==> config.mk <==
export PLATFORM = sky130hd
export DESIGN_NAME = seq_gen101_tx_flat
export DESIGN_NICKNAME = d
export VERILOG_FILES = /design/src/rtl/seq_gen101_tx_if.sv /design/src/rtl/seq_gen101_tx.sv /design/src/flat_wrapper.sv
export SDC_FILE = /design/constraint.sdc
export NUM_CORES = 1
export LEC_CHECK = 0
export ABC_AREA = 1
export CAP_MARGIN = 10
export CORE_ASPECT_RATIO = 0.7
export CORE_MARGIN = 4
export CORE_UTILIZATION = 45
export DETAILED_ROUTE_END_ITERATION = 10
export PLACE_DENSITY = 0.79
export SLEW_MARGIN = 20
export SYNTH_ARGS = -nofsm -noshare
export SYNTH_HDL_FRONTEND = slang
export SYNTH_SLANG_ARGS = --single-unit
==> constraint.sdc <==
create_clock -name clk -period 1.4 [get_ports clk]
set_clock_uncertainty 0.05 [all_clocks]
set_input_delay 0.28 -clock clk [delete_from_list [all_inputs] [get_ports clk]]
set_output_delay 0.28 -clock clk [all_outputs]
set_load 0.005 [all_outputs]
==> src/rtl/seq_gen101_tx_if.sv <==
// Valid/ready word handshake feeding the 101 pattern transmitter.
// The source drives the word; the transmitter answers with in_ready.
interface seq_gen101_tx_if #(
    parameter int WIDTH = 8
) ();
    logic             in_valid;
    logic [WIDTH-1:0] in_data;
    logic             in_ready;

    modport master (output in_valid, output in_data, input in_ready);
    modport slave  (input in_valid, input in_data, output in_ready);
endinterface

==> src/rtl/seq_gen101_tx.sv <==
// Serial 101-pattern transmitter: shifts words out MSB-first with an idle gap,
// and runs an overlapping Mealy 101 reference model on the emitted x stream.
module seq_gen101_tx #(
    parameter int WIDTH = 8,
    parameter int GAP   = 1,
    parameter int CNT_W = 8
) (
    input  logic               clk,
    input  logic               rst,
    seq_gen101_tx_if.slave     src,
    input  logic               clr,
    output logic               x,
    output logic               x_valid,
    output logic               busy,
    output logic               det_pulse,
    output logic [CNT_W-1:0]   det_cnt
);
    localparam int BW     = $clog2(WIDTH);
    localparam int GW     = (GAP > 1) ? $clog2(GAP) : 1;
    localparam int W_M1   = WIDTH - 1;
    localparam int GAP_M1 = (GAP > 0) ? GAP - 1 : 0;
    localparam logic [CNT_W-1:0] CNT_MAX = '1;

    typedef enum logic [1:0] {S_IDLE, S_SHIFT, S_GAP} state_t;

    state_t           state_reg;
    logic [WIDTH-1:0] shift_reg;
    logic [BW-1:0]    bit_cnt_reg;
    logic [GW-1:0]    gap_cnt_reg;
    logic             x_reg;
    logic             x_valid_reg;
    logic             busy_reg;
    logic             h1_reg;
    logic             h0_reg;
    logic [CNT_W-1:0] det_cnt_reg;

    assign src.in_ready = (state_reg == S_IDLE);
    assign x            = x_reg;
    assign x_valid      = x_valid_reg;
    assign busy         = busy_reg;
    assign det_cnt      = det_cnt_reg;
    // Same-cycle pulse on the closing '1', like the Mealy detector it shadows.
    assign det_pulse    = x_reg & ~h1_reg & h0_reg;

    always_ff @(posedge clk or negedge rst) begin
        if (!rst) begin
            state_reg   <= S_IDLE;
            shift_reg   <= '0;
            bit_cnt_reg <= '0;
            gap_cnt_reg <= '0;
            x_reg       <= 1'b0;
            x_valid_reg <= 1'b0;
            busy_reg    <= 1'b0;
        end else begin
            case (state_reg)
                S_IDLE: begin
                    if (src.in_valid) begin
                        state_reg   <= S_SHIFT;
                        x_reg       <= src.in_data[WIDTH-1];
                        shift_reg   <= {src.in_data[WIDTH-2:0], 1'b0};
                        bit_cnt_reg <= W_M1[BW-1:0];
                        x_valid_reg <= 1'b1;
                        busy_reg    <= 1'b1;
                    end
                end
                S_SHIFT: begin
                    // bit_cnt_reg counts bits still to follow the one on x.
                    if (bit_cnt_reg == '0) begin
                        x_reg       <= 1'b0;
                        x_valid_reg <= 1'b0;
                        if (GAP > 0) begin
                            state_reg   <= S_GAP;
                            gap_cnt_reg <= GAP_M1[GW-1:0];
                        end else begin
                            state_reg <= S_IDLE;
                            busy_reg  <= 1'b0;
                        end
                    end else begin
                        x_reg       <= shift_reg[WIDTH-1];
                        shift_reg   <= {shift_reg[WIDTH-2:0], 1'b0};
                        bit_cnt_reg <= bit_cnt_reg - 1'b1;
                    end
                end
                S_GAP: begin
                    if (gap_cnt_reg == '0) begin
                        state_reg <= S_IDLE;
                        busy_reg  <= 1'b0;
                    end else begin
                        gap_cnt_reg <= gap_cnt_reg - 1'b1;
                    end
                end
                default: begin
                    state_reg <= S_IDLE;
                    busy_reg  <= 1'b0;
                end
            endcase
        end
    end

    // History follows every x, idle and gap zeros included; clr only hits the count.
    always_ff @(posedge clk or negedge rst) begin
        if (!rst) begin
            h1_reg      <= 1'b0;
            h0_reg      <= 1'b0;
            det_cnt_reg <= '0;
        end else begin
            h1_reg <= x_reg;
            h0_reg <= h1_reg;
            if (clr) begin
                det_cnt_reg <= '0;
            end else if (det_pulse && (det_cnt_reg != CNT_MAX)) begin
                det_cnt_reg <= det_cnt_reg + 1'b1;
            end
        end
    end
endmodule

==> src/flat_wrapper.sv <==
// flat-port wrapper written by rule: the top's interface ports become plain ports
module seq_gen101_tx_flat 
#(
    parameter int WIDTH = 8,
    parameter int GAP   = 1,
    parameter int CNT_W = 8
)
  (clk, rst, clr, x, x_valid, busy, det_pulse, det_cnt, src_in_valid, src_in_data, src_in_ready);
  seq_gen101_tx_if #(.WIDTH(WIDTH)) src_i ();
  input  logic clk;
  input  logic rst;
  input  logic clr;
  output logic x;
  output logic x_valid;
  output logic busy;
  output logic det_pulse;
  output logic [CNT_W-1:0] det_cnt;
  input wire logic [$bits(src_i.in_valid)-1:0] src_in_valid;
  input wire logic [$bits(src_i.in_data)-1:0] src_in_data;
  output wire logic [$bits(src_i.in_ready)-1:0] src_in_ready;
  assign src_i.in_valid = src_in_valid;
  assign src_i.in_data = src_in_data;
  assign src_in_ready = src_i.in_ready;
  seq_gen101_tx #(.WIDTH(WIDTH), .GAP(GAP), .CNT_W(CNT_W)) u_core (.clk(clk), .rst(rst), .src(src_i), .clr(clr), .x(x), .x_valid(x_valid), .busy(busy), .det_pulse(det_pulse), .det_cnt(det_cnt));
endmodule
==> flow_summary_export.csv <==
group,metric,value,unit
placed_design,portBuffers,24,
global_routing,grt_pass1_vias,1148,
layout,final_cell_area,0.00188,mm^2
timing,tightest_slew,321,ps
global_routing,grt_max_degree,26,
placed_design,dp_hpwl,2210,um
synthesis,synth_fp_nets,167,
synthesis,synth_top_cell_by_area,"dfrtp_1",
synthesis,syn_area_per_cell,8.50,um^2
worst_setup_path,ff2ff_setup_slack,50,ps
route,wl_met1,1490,um
floorplanning,die_height,52.8,um
layout,syn2layout_area_growth,45.5,%
floorplanning,dieArea,0.00381,mm^2
run,drv_cap,0,
placed_design,place_area,0.00165,mm^2
synthesis,synth_cells,152,
layout,nFillCells,163,
timing,slew-limit-headroom,78.6,%
global_routing,antenna_found_initial,0,
route,wl_met2,1770,um
clock_network,cts_max_path_buffers,2,
layout,seqCellArea,627,um^2
status,status,"complete, no violations",
timing,finalWorstSetupSlack,46.8,ps
clock_network,clkTransAtPathRegs,90,ps
route,firstDrtPassIters,4,
worst_setup_path,critPathCaptureType,"flop",
route,drc,0,
floorplanning,core_area,0.00259,mm^2
clock_network,cts_root_buf,"clkbuf_8",
layout,multi_input_area,617,um^2
timing,max_freq,739,MHz
global_routing,grt_pass1_wl,5260,um
timing,drv_slew,0,
synthesis,synth_top_area_share,48.4,%
route,avgRoutedWirePerCell,14.7,um
floorplanning,placementRows,15,
synthesis,yosysSeqAreaShare,48.4,%
power_and_ir_drop,vdd_drop_max,1.03,mV
floorplanning,io-pin-count,25,
timing,layout_min_cycle_time,1350,ps
synthesis,ys_seq_elements,25,
global_routing,grtUsageTotal,18.4,%
placed_design,gp_congestion,0.948,
global_routing,grt-ovfl-total,0,
placed_design,pre_cts_ws,-29.3,ps
clock_network,h-tree-depth,1,
timing,fin_crit_sh,96.7,%
synthesis,synth_cell_types,24,
clock_network,numClockSinks,25,
worst_setup_path,cp.arrival,1490,ps
floorplanning,die_w,72.1,um
worst_hold_path,holdCritPathClass,"in2async",
route,highest_layer,"met4",
clock_network,worstSkewPairLatency,270,ps
route,route.met3.wl,200,um
route,avgViaCountPerCell,5.20,
layout,largest_register_ffs,8,
worst_setup_path,start_kind,"flop",
worst_setup_path,worst-path-max-fanout,10,
synthesis,synth_area_leaders,"dfrtp_1 (48%), nand2_1 (8.7%), inv_1 (5.8%)",
clock_network,cts_tree,"done",
timing,final_hold_viol_count,0,
power_and_ir_drop,total_leakage_power,0.000935,uW
worst_setup_path,path_class,"reg2reg",
route,via_count,1242,
layout,drive_gt1_share,28.8,%
route,wirelength,3520,um
layout,final_net_count,221,
synthesis,ys_warn_count,0,
clock_network,cts_inserted_buffers,3,
power_and_ir_drop,power_density,1780,mW/mm^2
synthesis,synth_area,0.00129,mm^2
floorplanning,initial_core_util,49.9,%
worst_setup_path,worstPathRequired,1540,ps
route,ant_nets,0,
route,drt_iter0_markers,91,
layout,antenna_cells,0,
clock_network,ctsHoldBuffers,0,
timing,setup_violations,0,
cell type report:
type | instances | share of cell area (%)
clock buffer | 3 | 2.20
clock inverter | 1 | 0.266
inverter | 22 | 4.39
multi-input combinational | 102 | 32.8
sequential | 25 | 33.3
tap | 34 | 2.26
timing repair buffer | 52 | 24.8
final timing paths:
kind,from,to,depth (start not counted)
min in group clk,u_core.h1_reg,u_core.h0_reg,0
worst min-delay path,rst,u_core.det_cnt[5],2
worst min register to register,u_core.h1_reg,u_core.h0_reg,0
worst max register to register,u_core.state_reg[1],u_core.shift_reg[7],7
worst max-delay path,u_core.state_reg[1],u_core.shift_reg[7],7
max in group asynchronous,rst,u_core.det_cnt[2],2
Yosys cell counts (all sizes together):
| cell | number |
|---|---|
| nor3 | 1 |
| o21ai | 15 |
| inv | 21 |
| a21oi | 5 |
| o21bai | 3 |
| nand3b | 1 |
| a22oi | 1 |
| o211ai | 5 |
| dfrtp | 25 |
| ha | 3 |
| buf | 3 |
| a31oi | 1 |
| nor2 | 16 |
| nand3 | 13 |
| clkinv | 1 |
| xor2 | 2 |
| nand2 | 36 |
worst max-delay path, cell delays in order (launching register included):
cell and delay [ps]:
dfrtp_1 420, buf_4 160, nor2_4 140, nand2_2 90, nand2_4 90, buf_12 130
nor2_1 40, a21oi_1 140
power by group:
group	switching [uW]	internal, uW	leakage [uW]
registers	144	985	0.000304
logic	907	876	0.000605
clock network	238	199	0.0000255
placed cells by master (no fill, tap or decap), types with 2 or more instances in the layout:
cell              n
xor2_1            2
dfrtp_1          24
inv_2             4
clkbuf_2          2
nand2_4           4
nor2_1            9
a21oi_1           4
o21ai_0          13
buf_6             2
o211ai_1          5
inv_1            17
ha_4              2
nor2_4            4
nand3_1          13
buf_4            24
clkdlybuf4s50_1  11
nand2_2           5
nand2_1          27
dlygate4sd2_1    10
clkbuf_8          3
o21bai_1          3
o21ai_1           2
nor2_2            3
layer usage:
metal  vias to the layer above  track usage [%]
li1                        594                -
met1                       607             22.6
met4                         0             6.25
met3                         6             4.41
met2                        35             31.7
met5                         -                0
what timing repair did:
action	4_1_cts	5_1_grt
cloned	0	1
pin swaps	1	8
gates resized for setup	19	21
setup buffers	10	7
endpoints found under the setup margin	13	21
stage by stage:
step	std cells	power (uW)	TNS [ps]	hold WS (ps)	util, %
2_1_floorplan	152	2010	0	-65.6	-
3_3_place_gp	219	2500	-13.7	366	63.7
3_5_place_dp	219	2590	-102	379	63.7
4_1_cts	233	3060	-69.5	320	68.4
5_1_grt	239	3590	-173	339	72.6
6_report	239	3350	0	303	72.6
cells by family (layout without fill, tap and decap cells):
kind of cell | Yosys count | after routing | synth area share [%]
compound gates | 30 | 30 | 14.2
xor+xnor | 2 | 2 | 1.36
fa+ha+maj | 3 | 3 | 2.90
buf+inv | 25 | 78 | 8.52
flops | 25 | 25 | 48.4
simple gates | 67 | 67 | 24.6
(Power assumes the default switching activity.)
